===== src/rtl/video_timing_pkg.sv =====
// Shared video timing definitions for the BT.656 scrambler front end:
// lock-state encodings, default field-length window and counter widths.
package video_timing_pkg;

    // Lock qualification states reported on lock_state
    typedef enum logic [1:0] {
        LS_SEARCH  = 2'd0,
        LS_MEASURE = 2'd1,
        LS_LOCKED  = 2'd2
    } lock_state_e;

    // Nominal lines per field for the two supported systems
    localparam int LINES_PER_FIELD_525 = 263;
    localparam int LINES_PER_FIELD_625 = 313;

    // Accepted window wide enough to cover both 525- and 625-line fields
    localparam int LINES_MIN_DEF     = 260;
    localparam int LINES_MAX_DEF     = 320;

    localparam int LOCK_FIELDS_DEF   = 2;
    localparam int UNLOCK_MISSES_DEF = 3;

    localparam int LINE_W_DEF        = 10;
    localparam int SAMPLE_W_DEF      = 11;
    localparam int WDOG_CLKS_DEF     = 4096;

    // Width of the good/miss field counters
    localparam int FLD_CNT_W         = 4;

    // Saturating increment for the good/miss field counters
    function automatic logic [FLD_CNT_W-1:0] fld_cnt_inc(input logic [FLD_CNT_W-1:0] cnt);
        logic [FLD_CNT_W-1:0] res;
        if (cnt == {FLD_CNT_W{1'b1}}) begin
            res = cnt;
        end else begin
            res = cnt + {{(FLD_CNT_W-1){1'b0}}, 1'b1};
        end
        return res;
    endfunction

endpackage


===== src/rtl/sync_edge_detect.sv =====
// Sync edge detector: remembers the previous H and F flags and flags
// H rising/falling and F toggle edges against the current inputs.
// Reset values are 1 to match the sync parser, so releasing reset with
// H = F = 1 produces no edge.
module sync_edge_detect (
    input  logic clk,
    input  logic reset_n,
    input  logic h_in,
    input  logic f_in,
    output logic h_rise,
    output logic h_fall,
    output logic f_edge
);

    logic h_q;
    logic h_d;
    logic f_q;
    logic f_d;

    // Next value of the remembered flags is simply the current input
    always_comb begin
        h_d = h_in;
        f_d = f_in;
    end

    // Previous-flag registers with parser-matching reset values
    always_ff @(posedge clk) begin
        if (!reset_n) begin
            h_q <= 1'b1;
            f_q <= 1'b1;
        end else begin
            h_q <= h_d;
            f_q <= f_d;
        end
    end

    assign h_rise = h_in & ~h_q;
    assign h_fall = ~h_in & h_q;
    assign f_edge = f_in ^ f_q;

endmodule


===== src/rtl/field_lock_controller.sv =====
// Field lock controller: counts lines per field and samples per line from
// the BT.656 H/V/F flags, qualifies field length with a SEARCH/MEASURE/
// LOCKED state machine and drives registered timing strobes, the active
// video window and lock status to the line scrambler.
// Optional build macro FLC_SYNC_WATCHDOG_EN adds an H-activity watchdog
// (wd_cnt) that drops lock when H rising edges stop, reported on wdog_trip.
module field_lock_controller
    import video_timing_pkg::*;
#(
`ifdef FLC_SYNC_WATCHDOG_EN
    parameter int WDOG_CLKS     = WDOG_CLKS_DEF,
`endif
    parameter int LINES_MIN     = LINES_MIN_DEF,
    parameter int LINES_MAX     = LINES_MAX_DEF,
    parameter int LOCK_FIELDS   = LOCK_FIELDS_DEF,
    parameter int UNLOCK_MISSES = UNLOCK_MISSES_DEF,
    parameter int LINE_W        = LINE_W_DEF,
    parameter int SAMPLE_W      = SAMPLE_W_DEF
) (
    input  logic                clk,
    input  logic                reset_n,
    input  logic                h_in,
    input  logic                v_in,
    input  logic                f_in,
    output logic [LINE_W-1:0]   line_cnt,
    output logic [SAMPLE_W-1:0] sample_cnt,
    output logic                field,
    output logic                line_start,
    output logic                field_start,
    output logic                active_video,
    output logic                locked,
`ifdef FLC_SYNC_WATCHDOG_EN
    output logic                wdog_trip,
`endif
    output logic [1:0]          lock_state
);

    localparam logic [LINE_W-1:0]    LINE_SAT     = {LINE_W{1'b1}};
    localparam logic [SAMPLE_W-1:0]  SAMPLE_SAT   = {SAMPLE_W{1'b1}};
    localparam logic [LINE_W-1:0]    LINES_MIN_V  = LINE_W'(LINES_MIN);
    localparam logic [LINE_W-1:0]    LINES_MAX_V  = LINE_W'(LINES_MAX);
    localparam logic [FLD_CNT_W-1:0] LOCK_FLD_V   = FLD_CNT_W'(LOCK_FIELDS);
    localparam logic [FLD_CNT_W-1:0] UNLOCK_MIS_V = FLD_CNT_W'(UNLOCK_MISSES);

    logic h_rise_s;
    logic h_fall_s;
    logic f_edge_s;
    logic field_good_s;
    logic wd_trip_s;

    logic [LINE_W-1:0]    line_cnt_q,   line_cnt_d;
    logic [SAMPLE_W-1:0]  sample_cnt_q, sample_cnt_d;
    logic                 field_q,      field_d;
    logic                 line_start_q, line_start_d;
    logic                 field_start_q, field_start_d;
    logic                 active_video_q, active_video_d;
    logic                 locked_q,     locked_d;
    lock_state_e          state_q,      state_d;
    logic [FLD_CNT_W-1:0] good_cnt_q,   good_cnt_d;
    logic [FLD_CNT_W-1:0] miss_cnt_q,   miss_cnt_d;
    logic [FLD_CNT_W-1:0] good_inc_s;
    logic [FLD_CNT_W-1:0] miss_inc_s;

    sync_edge_detect u_sync_edge_detect (
        .clk     (clk),
        .reset_n (reset_n),
        .h_in    (h_in),
        .f_in    (f_in),
        .h_rise  (h_rise_s),
        .h_fall  (h_fall_s),
        .f_edge  (f_edge_s)
    );

    // A closing field is judged on its line count before the clear
    assign field_good_s = (line_cnt_q >= LINES_MIN_V) && (line_cnt_q <= LINES_MAX_V);
    assign good_inc_s   = fld_cnt_inc(good_cnt_q);
    assign miss_inc_s   = fld_cnt_inc(miss_cnt_q);

`ifdef FLC_SYNC_WATCHDOG_EN
    localparam int                WD_W      = $clog2(WDOG_CLKS + 1);
    localparam logic [WD_W-1:0]   WD_LIMIT  = WD_W'(WDOG_CLKS);

    logic [WD_W-1:0] wd_cnt_q, wd_cnt_d;
    logic            wdog_trip_q, wdog_trip_d;

    // Trip only matters while timing is being qualified or held
    assign wd_trip_s = (wd_cnt_q == WD_LIMIT) && (state_q != LS_SEARCH);

    // Watchdog counts clocks since the last H rise, parked at the limit
    always_comb begin
        wd_cnt_d    = wd_cnt_q;
        wdog_trip_d = wd_trip_s;
        if (h_rise_s || wd_trip_s) begin
            wd_cnt_d = {WD_W{1'b0}};
        end else if (wd_cnt_q != WD_LIMIT) begin
            wd_cnt_d = wd_cnt_q + WD_W'(1);
        end else begin
            wd_cnt_d = wd_cnt_q;
        end
    end

    // Watchdog registers
    always_ff @(posedge clk) begin
        if (!reset_n) begin
            wd_cnt_q    <= {WD_W{1'b0}};
            wdog_trip_q <= 1'b0;
        end else begin
            wd_cnt_q    <= wd_cnt_d;
            wdog_trip_q <= wdog_trip_d;
        end
    end

    assign wdog_trip = wdog_trip_q;
`else
    assign wd_trip_s = 1'b0;
`endif

    // Line/sample counters, field id and timing strobes
    always_comb begin
        line_cnt_d    = line_cnt_q;
        sample_cnt_d  = sample_cnt_q;
        field_d       = field_q;
        line_start_d  = h_fall_s;
        field_start_d = f_edge_s;

        // Field edge beats a coincident H rise: that rise is not counted
        if (f_edge_s) begin
            line_cnt_d = {LINE_W{1'b0}};
            field_d    = f_in;
        end else if (h_rise_s && (line_cnt_q != LINE_SAT)) begin
            line_cnt_d = line_cnt_q + LINE_W'(1);
        end else begin
            line_cnt_d = line_cnt_q;
        end

        if (h_fall_s) begin
            sample_cnt_d = {SAMPLE_W{1'b0}};
        end else if (sample_cnt_q != SAMPLE_SAT) begin
            sample_cnt_d = sample_cnt_q + SAMPLE_W'(1);
        end else begin
            sample_cnt_d = sample_cnt_q;
        end
    end

    // Lock FSM next state and field counters; watchdog trip overrides f_edge
    always_comb begin
        state_d    = state_q;
        good_cnt_d = good_cnt_q;
        miss_cnt_d = miss_cnt_q;

        if (wd_trip_s) begin
            state_d    = LS_SEARCH;
            good_cnt_d = {FLD_CNT_W{1'b0}};
            miss_cnt_d = {FLD_CNT_W{1'b0}};
        end else if (f_edge_s) begin
            case (state_q)
                LS_SEARCH: begin
                    // First edge only opens a partial field; it is not judged
                    state_d    = LS_MEASURE;
                    good_cnt_d = {FLD_CNT_W{1'b0}};
                end
                LS_MEASURE: begin
                    if (field_good_s) begin
                        good_cnt_d = good_inc_s;
                        if (good_inc_s == LOCK_FLD_V) begin
                            state_d    = LS_LOCKED;
                            miss_cnt_d = {FLD_CNT_W{1'b0}};
                        end else begin
                            state_d    = LS_MEASURE;
                        end
                    end else begin
                        good_cnt_d = {FLD_CNT_W{1'b0}};
                    end
                end
                LS_LOCKED: begin
                    if (field_good_s) begin
                        miss_cnt_d = {FLD_CNT_W{1'b0}};
                    end else if (miss_inc_s == UNLOCK_MIS_V) begin
                        state_d    = LS_SEARCH;
                        good_cnt_d = {FLD_CNT_W{1'b0}};
                        miss_cnt_d = {FLD_CNT_W{1'b0}};
                    end else begin
                        miss_cnt_d = miss_inc_s;
                    end
                end
                default: begin
                    state_d    = LS_SEARCH;
                    good_cnt_d = {FLD_CNT_W{1'b0}};
                    miss_cnt_d = {FLD_CNT_W{1'b0}};
                end
            endcase
        end else begin
            state_d = state_q;
        end
    end

    // Lock status and video window follow the next state so they move together
    always_comb begin
        locked_d       = (state_d == LS_LOCKED);
        active_video_d = ~h_in & ~v_in & locked_d;
    end

    // State and output registers
    always_ff @(posedge clk) begin
        if (!reset_n) begin
            line_cnt_q     <= {LINE_W{1'b0}};
            sample_cnt_q   <= {SAMPLE_W{1'b0}};
            field_q        <= 1'b0;
            line_start_q   <= 1'b0;
            field_start_q  <= 1'b0;
            active_video_q <= 1'b0;
            locked_q       <= 1'b0;
            state_q        <= LS_SEARCH;
            good_cnt_q     <= {FLD_CNT_W{1'b0}};
            miss_cnt_q     <= {FLD_CNT_W{1'b0}};
        end else begin
            line_cnt_q     <= line_cnt_d;
            sample_cnt_q   <= sample_cnt_d;
            field_q        <= field_d;
            line_start_q   <= line_start_d;
            field_start_q  <= field_start_d;
            active_video_q <= active_video_d;
            locked_q       <= locked_d;
            state_q        <= state_d;
            good_cnt_q     <= good_cnt_d;
            miss_cnt_q     <= miss_cnt_d;
        end
    end

    assign line_cnt     = line_cnt_q;
    assign sample_cnt   = sample_cnt_q;
    assign field        = field_q;
    assign line_start   = line_start_q;
    assign field_start  = field_start_q;
    assign active_video = active_video_q;
    assign locked       = locked_q;
    assign lock_state   = state_q;

endmodule


===== config.mk =====
export PLATFORM = sky130hd
export DESIGN_NAME = field_lock_controller
export DESIGN_NICKNAME = d
export VERILOG_FILES = /design/src/rtl/video_timing_pkg.sv /design/src/rtl/sync_edge_detect.sv /design/src/rtl/field_lock_controller.sv
export SDC_FILE = /design/constraint.sdc
export NUM_CORES = 1
export LEC_CHECK = 0
export CORE_UTILIZATION = 30
export CTS_BUF_LIST = sky130_fd_sc_hd__clkbuf_8
export CTS_CLUSTER_DIAMETER = 150
export DETAILED_ROUTE_END_ITERATION = 16
export GPL_ROUTABILITY_DRIVEN = 0
export PLACE_DENSITY = 0.52
export SKIP_CTS_REPAIR_TIMING = 1
export SYNTH_ARGS = -nofsm -noshare
export SYNTH_HDL_FRONTEND = slang
export SYNTH_HIERARCHICAL = 1
export SYNTH_SLANG_ARGS = --single-unit
export TNS_END_PERCENT = 20

===== constraint.sdc =====
create_clock -name clk -period 2.5 [get_ports clk]
set_clock_uncertainty 0.05 [all_clocks]
set_input_delay 0.25 -clock clk [delete_from_list [all_inputs] [get_ports clk]]
set_output_delay 0.25 -clock clk [all_outputs]
set_load 0.01 [all_outputs]

Word-level counts from Yosys, hierarchy flattened
Index checks and enable logic that the tools add are counted.
{ "totals": {"regBits": 38, "inputBits": 5} }
{ "classes": {"n_mux": 17, "n_reduce_logical": 7, "n_lt_le_gt_ge": 2, "eq_ne": 13, "add_sub_neg": 4, "bitwise": 10} }
{ "ops": {"columns": ["operator", "count"], "rows": [
  ["4-bit two-way mux", 9],
  ["4-bit one-hot mux with 3 select lines", 1],
  ["11-bit by 1-bit adder with 11-bit output, second input constant", 1],
  ["11-bit != test, second input constant", 1],
  ["10-bit by 1-bit adder with 10-bit output, second input constant", 1],
  ["10-bit by 9-bit greater-or-equal comparator with 1-bit output, second input constant", 1],
  ["10-bit by 9-bit less-or-equal comparator with 1-bit output, second input constant", 1],
  ["2-bit two-way mux", 5],
  ["10-bit != test, second input constant", 1],
  ["4-bit by 1-bit adder with 4-bit output, second input constant", 2],
  ["4-bit by 2-bit equality test with 1-bit output, second input constant", 2],
  ["4-bit equality test, second input constant", 2],
  ["2-bit != test, second input constant", 4],
  ["4-bit one-hot mux with 2 select lines", 1],
  ["2-bit one-hot mux with 3 select lines", 1],
  ["1-bit inverter", 5],
  ["1-bit AND", 4],
  ["2-bit equality test, second input constant", 2],
  ["4-bit AND reduction", 1],
  ["2-bit OR reduction", 2],
  ["3-bit AND reduction", 1],
  ["2-bit by 1-bit equality test with 1-bit output, second input constant", 1],
  ["1-bit logical AND", 2],
  ["2-bit zero test", 1],
  ["1-bit bitwise XOR", 1]
]} }

Longest topological paths before layout
Gate-level depths: netlist (run 1).
{ "depth": {"ltp_word": 9, "mapped_depth": 7, "mapped_depth_nobuf": 7} }

Modules after synthesis
The synthesis (run 1) kept the hierarchy.
{ "modules_own_cells": {"columns": ["mod", "area_each_um2", "cells_each", "n_inst", "seq_area_each_um2"], "rows": [
  ["field_lock_controller", 1821.7, 210, 1, 720.7],
  ["sync_edge_detect", 73.8, 7, 1, 40.0]
]} }

Worst setup path before layout (run 1)
No wires, ideal clock.
{ "synth_path": {"kind": "reg-to-reg", "from": "reg line_cnt_q[2] (netlist: line_cnt[2])", "to": "reg miss_cnt_q[2]", "arrival_time_ns": 1.854, "synth_period_minus_slack_ns": 2.022, "n_path_buf": 0, "stages_incl_launch_ff": 6, "required_ns": 2.331, "path_slack_ns": 0.478, "path_cell_list": "dfxtp_1 nor4_2 mux2_4 o41ai_4 nand2_1 o221a_1"} }
{ "synth_between": {"elab_chain_len": 4, "word_cells_on_any_way": 7, "cone_classes": "2 x order compare; 1 x eq/ne; 2 x mux; 2 x reduce/logical"} }
{ "synth_lines": {"columns": ["item", "line", "text"], "rows": [
  ["start, declared", "field_lock_controller.sv:51", "logic [LINE_W-1:0] line_cnt_q, line_cnt_d;"],
  ["start signal, assigned", "field_lock_controller.sv:206", "line_cnt_q <= {LINE_W{1'b0}};"],
  ["start signal, assigned", "field_lock_controller.sv:217", "line_cnt_q <= line_cnt_d;"],
  ["10-bit by 9-bit greater-or-equal comparator with 1-bit output / 10-bit by 9-bit less-or-equal comparator with 1-bit output (equally long branches)", "field_lock_controller.sv:75", "assign field_good_s = (line_cnt_q >= LINES_MIN_V) && (line_cnt_q <= LINES_MAX_V);"],
  ["1-bit logical AND (*)", "field_lock_controller.sv:75", null],
  ["4-bit two-way mux / 2-bit != test (equally long branches)", null, null],
  ["4-bit one-hot mux with 3 select lines / 4-bit AND reduction (equally long branches)", null, null],
  ["end signal, assigned", "field_lock_controller.sv:215", "miss_cnt_q <= {FLD_CNT_W{1'b0}};"],
  ["end signal, assigned", "field_lock_controller.sv:226", "miss_cnt_q <= miss_cnt_d;"],
  ["end, declared", "field_lock_controller.sv:60", "logic [FLD_CNT_W-1:0] miss_cnt_q, miss_cnt_d;"]
]} }
Mark *: on every way between the ends. The rest lies on a longest branch, timed or not.
A chain may end at the register's enable or synchronous reset.

Final worst setup path (run 1)
{ "layout_path": {"from": "reg line_cnt_q[2] (netlist: line_cnt[2])", "to": "reg miss_cnt_q[3]"} }
Same word-level chain as after synthesis.

==> metrics.md, run 1 <==
| Metric | Value |
|---|---|
| Ant diodes | `0` |
| DR pass1 iterations | `4` |
| Wire per inst | `12.6 um` |
| Via density | `4.98` |
| Clock sinks | `38` |
| Compound-Gate Fraction of Synth Area | `0.172` |
| Hold WS | `453 ps` |
| Clk_lat worst skew | `290 ps` |
| Maximum VDD drop | `0.240 mV` |
| Synth top area cells | `dfxtp_1, nor2_1, nand2_1, xor2_1, ha_1` |
| Mapped Cells | `217` |
| Combinational family with the most area after synthesis | `simple AND/OR/NAND/NOR gates` |
| Hold path start | `miss_cnt_q[1]$_SDFFE_PN0P_` |
| Outcome | `finished clean` |
| WHS Path Cells | `2` |
| Core Area | `5990 um2` |
| GRT Total Usage | `0.137` |
| Area growth from synthesis to layout | `27.5%` |
| Syn_nets | `228` |
| Post-DRT Antenna Nets | `0` |
| Post-synth EDFFs | `0` |
| Critical Path Start Type | `register` |
| Psw | `0.000264 W` |
| Hold Vio Cnt, Final | `0` |
| Cell row count | `28` |
| Slew Limit Headroom | `0.707` |
| Count of buffers from port buffering | `32` |
| Max capacitance violation total | `0` |
| XOR/XNOR Fraction of Synth Area | `0.0693` |
| DIE WIDTH | `81.5 um` |
| Initial cell density of the core | `0.316` |
| Most used DFF post-synth | `dfxtp_1` |
| Final setup violation count | `0` |
| Power per cell area | `470 nW/um2` |
| Top cell type by total area after synthesis | `dfxtp_1` |
| Slew @ Worst Pin | `434 ps` |
| Power share of the sequential group | `0.548` |
| Setup crit end kind | `register` |
| Hold EP | `miss_cnt_q[1]$_SDFFE_PN0P_` |
| Clock power share | `0.381` |
| Setup TNS Final | `0 ps` |
| Sequential share of the synthesized area | `0.401` |
| Mux cell area share after synthesis | `0.0343` |
| Comb pwr share | `0.070` |
| RSZ-0062 raised after global routing | `false` |
| Number of global-route vias before repair | `1500` |
| FFs w/ async S/R, synth | `0` |
| Top achievable clock speed | `462 MHz` |
| Unique masters post-synth | `44` |
| DRC errors left | `0` |
| Pleak | `0.854 nW` |
| IO Count | `33` |
| Switching Fraction | `0.233` |
| Fill count | `601` |
| Setup CP Type | `register to register` |
| Post-Synth Adder-Cell Area | `0.0396` |
| WL final | `4190 um` |
| Reg2reg setup slack | `330 ps` |
| Clk root buf | `clkbuf_8` |
| Yosys reg bits | `38` |
| Final min period | `2170 ps` |
| Gr ovfl total | `0` |
| Class of the worst hold path | `register to register` |
| Die ar. | `6640 um2` |
| Commonest non-fill, non-tap cells in the layout | `dfxtp_1, clkdlybuf4s50_1, nor2_1` |
| DR vias | `1653` |
| CP arrival | `2300 ps` |
| Pin count of the biggest net entering global routing | `15` |
| DP HPWL | `3040 um` |
| Commonest non-fill, non-tap cell in the layout | `dfxtp_1` |
| Avg Inst Size Synth | `8.74 um2` |
| Total CTS buffers | `5` |
| Worst-path clk slew | `70 ps` |
| H-tree depth | `2` |
| Reg2reg start | `line_cnt[2]$_SDFFE_PP0P_` |
| Die Span Y | `81.5 um` |
| First-pass GRT wire length | `6880 um` |
| Antenna violations before repair | `0` |
| Share of post-route cells with drive strength above 1 | `0.0661` |
| Mapped Area | `1900 um2` |
| Top cell type's share of synthesized area | `0.401` |
| FF-to-FF End | `miss_cnt_q[3]$_SDFFE_PN0P_` |
| Total Nets Final | `267` |
| Worst r2r path cells | `5` |
| Yosys warning count | `6` |
| Max FO, Critical Path | `7` |
| Critical Path RT | `2630 ps` |
| Max-slew violation count | `0` |
| Overall power | `0.00114 W` |
| Internal Power | `0.000871 W` |
| Synth Area in Simple Gates | `0.259` |
| Final period util | `0.867` |
| CTS tree | `done` |
| Max clock buf depth | `2` |
| Initial DRC count | `77` |
-- routing by layer --
| layer | GRT usage | up-vias | share of wire |
|---|---|---|---|
| li1 | - | 858 | - |
| met1 | 0.180 | 747 | 0.53 |
| met2 | 0.210 | 43 | 0.40 |
| met3 | 0.0356 | 5 | 0.053 |
| met4 | 0.0589 | 0 | 0.014 |
| met5 | 0 | - | 0 |
-- synthesized netlist by cell type (3+ instances only) --
cell	n
a21oi_1	9
nor2b_1	4
clkbuf_1	4
ha_1	6
xor2_1	9
dfxtp_1	38
nor3_1	6
xnor2_1	6
nand2_1	22
inv_1	8
mux2i_1	5
nand2b_1	6
o21ai_0	9
and3_1	3
nand4_1	6
nand3_1	9
nor2_1	25
and2_1	5
-- flip-flops by register name, indices dropped and copies added, names as in the netlist --
| register | count |
|---|---|
| sample_cnt | 11 |
| line_cnt | 10 |
| good_cnt_q | 4 |
| miss_cnt_q | 4 |
| lock_state | 2 |
| active_video | 1 |
| field | 1 |
| field_start | 1 |
| line_start | 1 |
| locked | 1 |
| u_sync_edge_detect/f_q | 1 |
| u_sync_edge_detect/h_q | 1 |
-- how the worst max path moves through the flow --
stage,slack [ps],depth (start not counted),from,endpoint
floorplan,480,5,line_cnt[2]$_SDFFE_PP0P_,miss_cnt_q[2]$_SDFFE_PN0P_
global placement,330,5,line_cnt[2]$_SDFFE_PP0P_,miss_cnt_q[3]$_SDFFE_PN0P_
detailed placement,360,5,line_cnt[2]$_SDFFE_PP0P_,miss_cnt_q[3]$_SDFFE_PN0P_
CTS,310,5,line_cnt[2]$_SDFFE_PP0P_,miss_cnt_q[3]$_SDFFE_PN0P_
global route,170,5,line_cnt[2]$_SDFFE_PP0P_,miss_cnt_q[3]$_SDFFE_PN0P_
finish,330,5,line_cnt[2]$_SDFFE_PP0P_,miss_cnt_q[3]$_SDFFE_PN0P_
-- worst max-delay path, stage by stage (launching register included) --
cell,delay [ps]
dfxtp_1,370
nor4_2,420
mux2_4,380
o41ai_4,380
nand2_1,170
o221a_1,280
-- cell type report --
cell class	count	area (um2)	area share
inverter	8	30.0	0.0124
clock inverter	2	8.76	0.00363
multi-input combinational	167	1090	0.451
timing repair buffer	36	350	0.145
sequential	38	761	0.315
clock buffer	6	82.6	0.0342
tap	75	93.8	0.0388
-- per-stage QoR --
| stage | cells | setup slack, ps | utilization | instance area [um2] |
|---|---|---|---|---|
| final | 332 | 333 | 0.403 | 2420 |
| after global routing | 332 | 169 | 0.403 | 2420 |
| after CTS | 332 | 315 | 0.403 | 2420 |
| after detailed placement | 324 | 358 | 0.388 | 2320 |
| after global placement | 324 | 333 | 0.388 | 2320 |
| after floorplan | 217 | 478 | - | 1900 |
-- power groups by stage --
stage          sequential, W  combinational, W  clock (W)
2_1_floorplan       0.000639         0.0000385          0
3_3_place_gp        0.000637         0.0000818          0
3_5_place_dp        0.000637         0.0000810          0
4_1_cts             0.000622         0.0000815   0.000450
5_1_grt             0.000624         0.0000887   0.000477
6_report            0.000623         0.0000800   0.000433
-- logic make-up after synthesis --
logic type / Yosys count
buffers and inverters: 12
AND/OR/NAND/NOR: 97
multiplexers: 6
XOR/XNOR: 15
adder cells (fa/ha/maj): 6
AO/OA/AOI/OAI: 43
flip-flops: 38
Note: power is estimated with default switching activity, not from simulation.
==> run 2, diff against run 1 <==
SETUP_SLACK_MARGIN = 0.5   (was default)
==> run 2 against run 1 <==
  * Critical path depth grew 1
  * Non-clock buffer count grew 4
  * Flip-flop and latch count is the same
  * Largest power group unchanged
  * First-iteration DRC count shrank 6.5%
  * Worst hold slack lost 3.8 ps
  * Count of clock-buffer cells in the layout is the same
  * Critical path type unchanged
  * Via count grew 0.97%
  * Cell area grew 3.6%
  * Fmax grew 9.5%
==> metrics.md, run 2 (synthesis results as in run 1) <==
| Metric | Value |
|---|---|
| Outcome | `finished clean` |
| Share of post-route cells with drive strength above 1 | `0.123` |
| Comb pwr share | `0.076` |
| Max clock buf depth | `2` |
| Core Area | `5990 um2` |
| Post-DRT Antenna Nets | `0` |
| Slew @ Worst Pin | `483 ps` |
| Max capacitance violation total | `0` |
| Area growth from synthesis to layout | `32.1%` |
| Initial DRC count | `72` |
| Post-DP Area | `2340 um2` |
| First-pass GRT wire length | `7410 um` |
| DIE WIDTH | `81.5 um` |
| IO Count | `33` |
| Setup CP Type | `register to register` |
| Max-slew violation count | `0` |
| Number of flip-flops under the largest register name | `11` |
| Final min period | `1980 ps` |
| Initial cell density of the core | `0.316` |
| Number of global-route vias before repair | `1577` |
| DR pass1 iterations | `4` |
| Cell row count | `28` |
| DR vias | `1669` |
| Worst-path clk slew | `70 ps` |
| Wire per inst | `13.4 um` |
| Commonest non-fill, non-tap cells in the layout | `dfxtp_1, clkdlybuf4s50_1, nor2_1` |
| RSZ-0062 raised after global routing | `true` |
| Maximum VDD drop | `0.201 mV` |
| Final setup violation count | `0` |
| Power per cell area | `454 nW/um2` |
| Total CTS buffers | `5` |
| Total Nets Final | `271` |
| Clk_lat worst skew | `280 ps` |
| Antenna violations before repair | `0` |
| Clock power share | `0.378` |
| WL final | `4500 um` |
| Final non-filler cell total | `336` |
| Commonest non-fill, non-tap cell in the layout | `dfxtp_1` |
| Setup crit end kind | `register` |
| Clock sinks | `38` |
| Critical Path RT | `2640 ps` |
| Critical Path Start Type | `register` |
| Top achievable clock speed | `505 MHz` |
| Pleak | `0.894 nW` |
| GRT Total Usage | `0.144` |
| Slew Limit Headroom | `0.677` |
| Gr ovfl total | `0` |
| Count of buffers from port buffering | `32` |
| Via density | `4.97` |
| CP arrival | `2120 ps` |
| Hold Vio Cnt, Final | `0` |
| Internal Power | `0.000873 W` |
| Power share of the sequential group | `0.546` |
| Die Span Y | `81.5 um` |
| Final period util | `0.792` |
| Setup TNS Final | `0 ps` |
| Die ar. | `6640 um2` |
| Max FO, Critical Path | `6` |
| Switching Fraction | `0.233` |
| DP HPWL | `3220 um` |
| Pin count of the biggest net entering global routing | `13` |
| Post-route cell area | `2500 um2` |
| Clk root buf | `clkbuf_8` |
| Placed cells | `325` |
| CTS tree | `done` |
| Class of the worst hold path | `register to register` |
| Ant diodes | `0` |
| H-tree depth | `2` |
| Psw | `0.000265 W` |
| Hold WS | `449 ps` |
| DRC errors left | `0` |
## run 2: cell types whose count changed in the layout (fill, tap and decap cells not counted), moves of 2 or more
cell,before,now
buf_4,4,8
dfxtp_1,38,34
dfxtp_2,0,3
o41ai_1,2,0
o41ai_2,0,2
## run 2: area by class of cell
class                   instances  area, um2
fillers                       621       3490
multi-input cells             167       1140
flip-flops and latches         38        768
repair buffers                 40        380
well taps                      75       93.8
clock buffers                   6       82.6
inverters                       8       30.0
clock inverters                 2       8.76
## run 2: through the flow
stage / setup WS, ps / total power, W / util
floorplan: 517 / 0.000677 / -
global placement: 395 / 0.000720 / 0.391
detailed placement: 396 / 0.000719 / 0.391
CTS: 369 / 0.00115 / 0.406
global route: 375 / 0.00120 / 0.418
finish: 520 / 0.00114 / 0.418
## run 2: path summary, 6_finish.rpt
kind | end | slack (ps) | startpoint | depth (start not counted)
setup reg to reg | good_cnt_q[2]$_SDFFE_PN0P_ | 520 | line_cnt[5]$_SDFFE_PP0P_ | 6
hold reg to reg | miss_cnt_q[1]$_SDFFE_PN0P_ | 450 | miss_cnt_q[1]$_SDFFE_PN0P_ | 2
hold / removal | miss_cnt_q[1]$_SDFFE_PN0P_ | 450 | miss_cnt_q[1]$_SDFFE_PN0P_ | 2
setup / recovery | good_cnt_q[2]$_SDFFE_PN0P_ | 520 | line_cnt[5]$_SDFFE_PP0P_ | 6
## run 2: worst max-delay path, cell delays in order, from the launching register on
cell and delay [ps]:
dfxtp_4 370, nor4_4 340, mux2_4 380, buf_4 160
nor3_4 220, o21ai_0 120, a221oi_1 250
## run 2: metal layers
metal  global-route usage  vias to the layer above  wire length, um
met3               0.0333                        5              198
met5                    0                        -                0
met1                0.202                      764             2240
met2                0.218                       41             2000
li1                     -                      859                -
met4               0.0429                        0               56
## run 2: power groups by stage
stage / clock (W) / sequential, W / combinational [W]
floorplan: 0 / 0.000639 / 0.0000385
global placement: 0 / 0.000637 / 0.0000828
detailed placement: 0 / 0.000637 / 0.0000823
CTS: 0.000447 / 0.000622 / 0.0000829
global route: 0.000481 / 0.000623 / 0.0000953
finish: 0.000430 / 0.000622 / 0.0000862
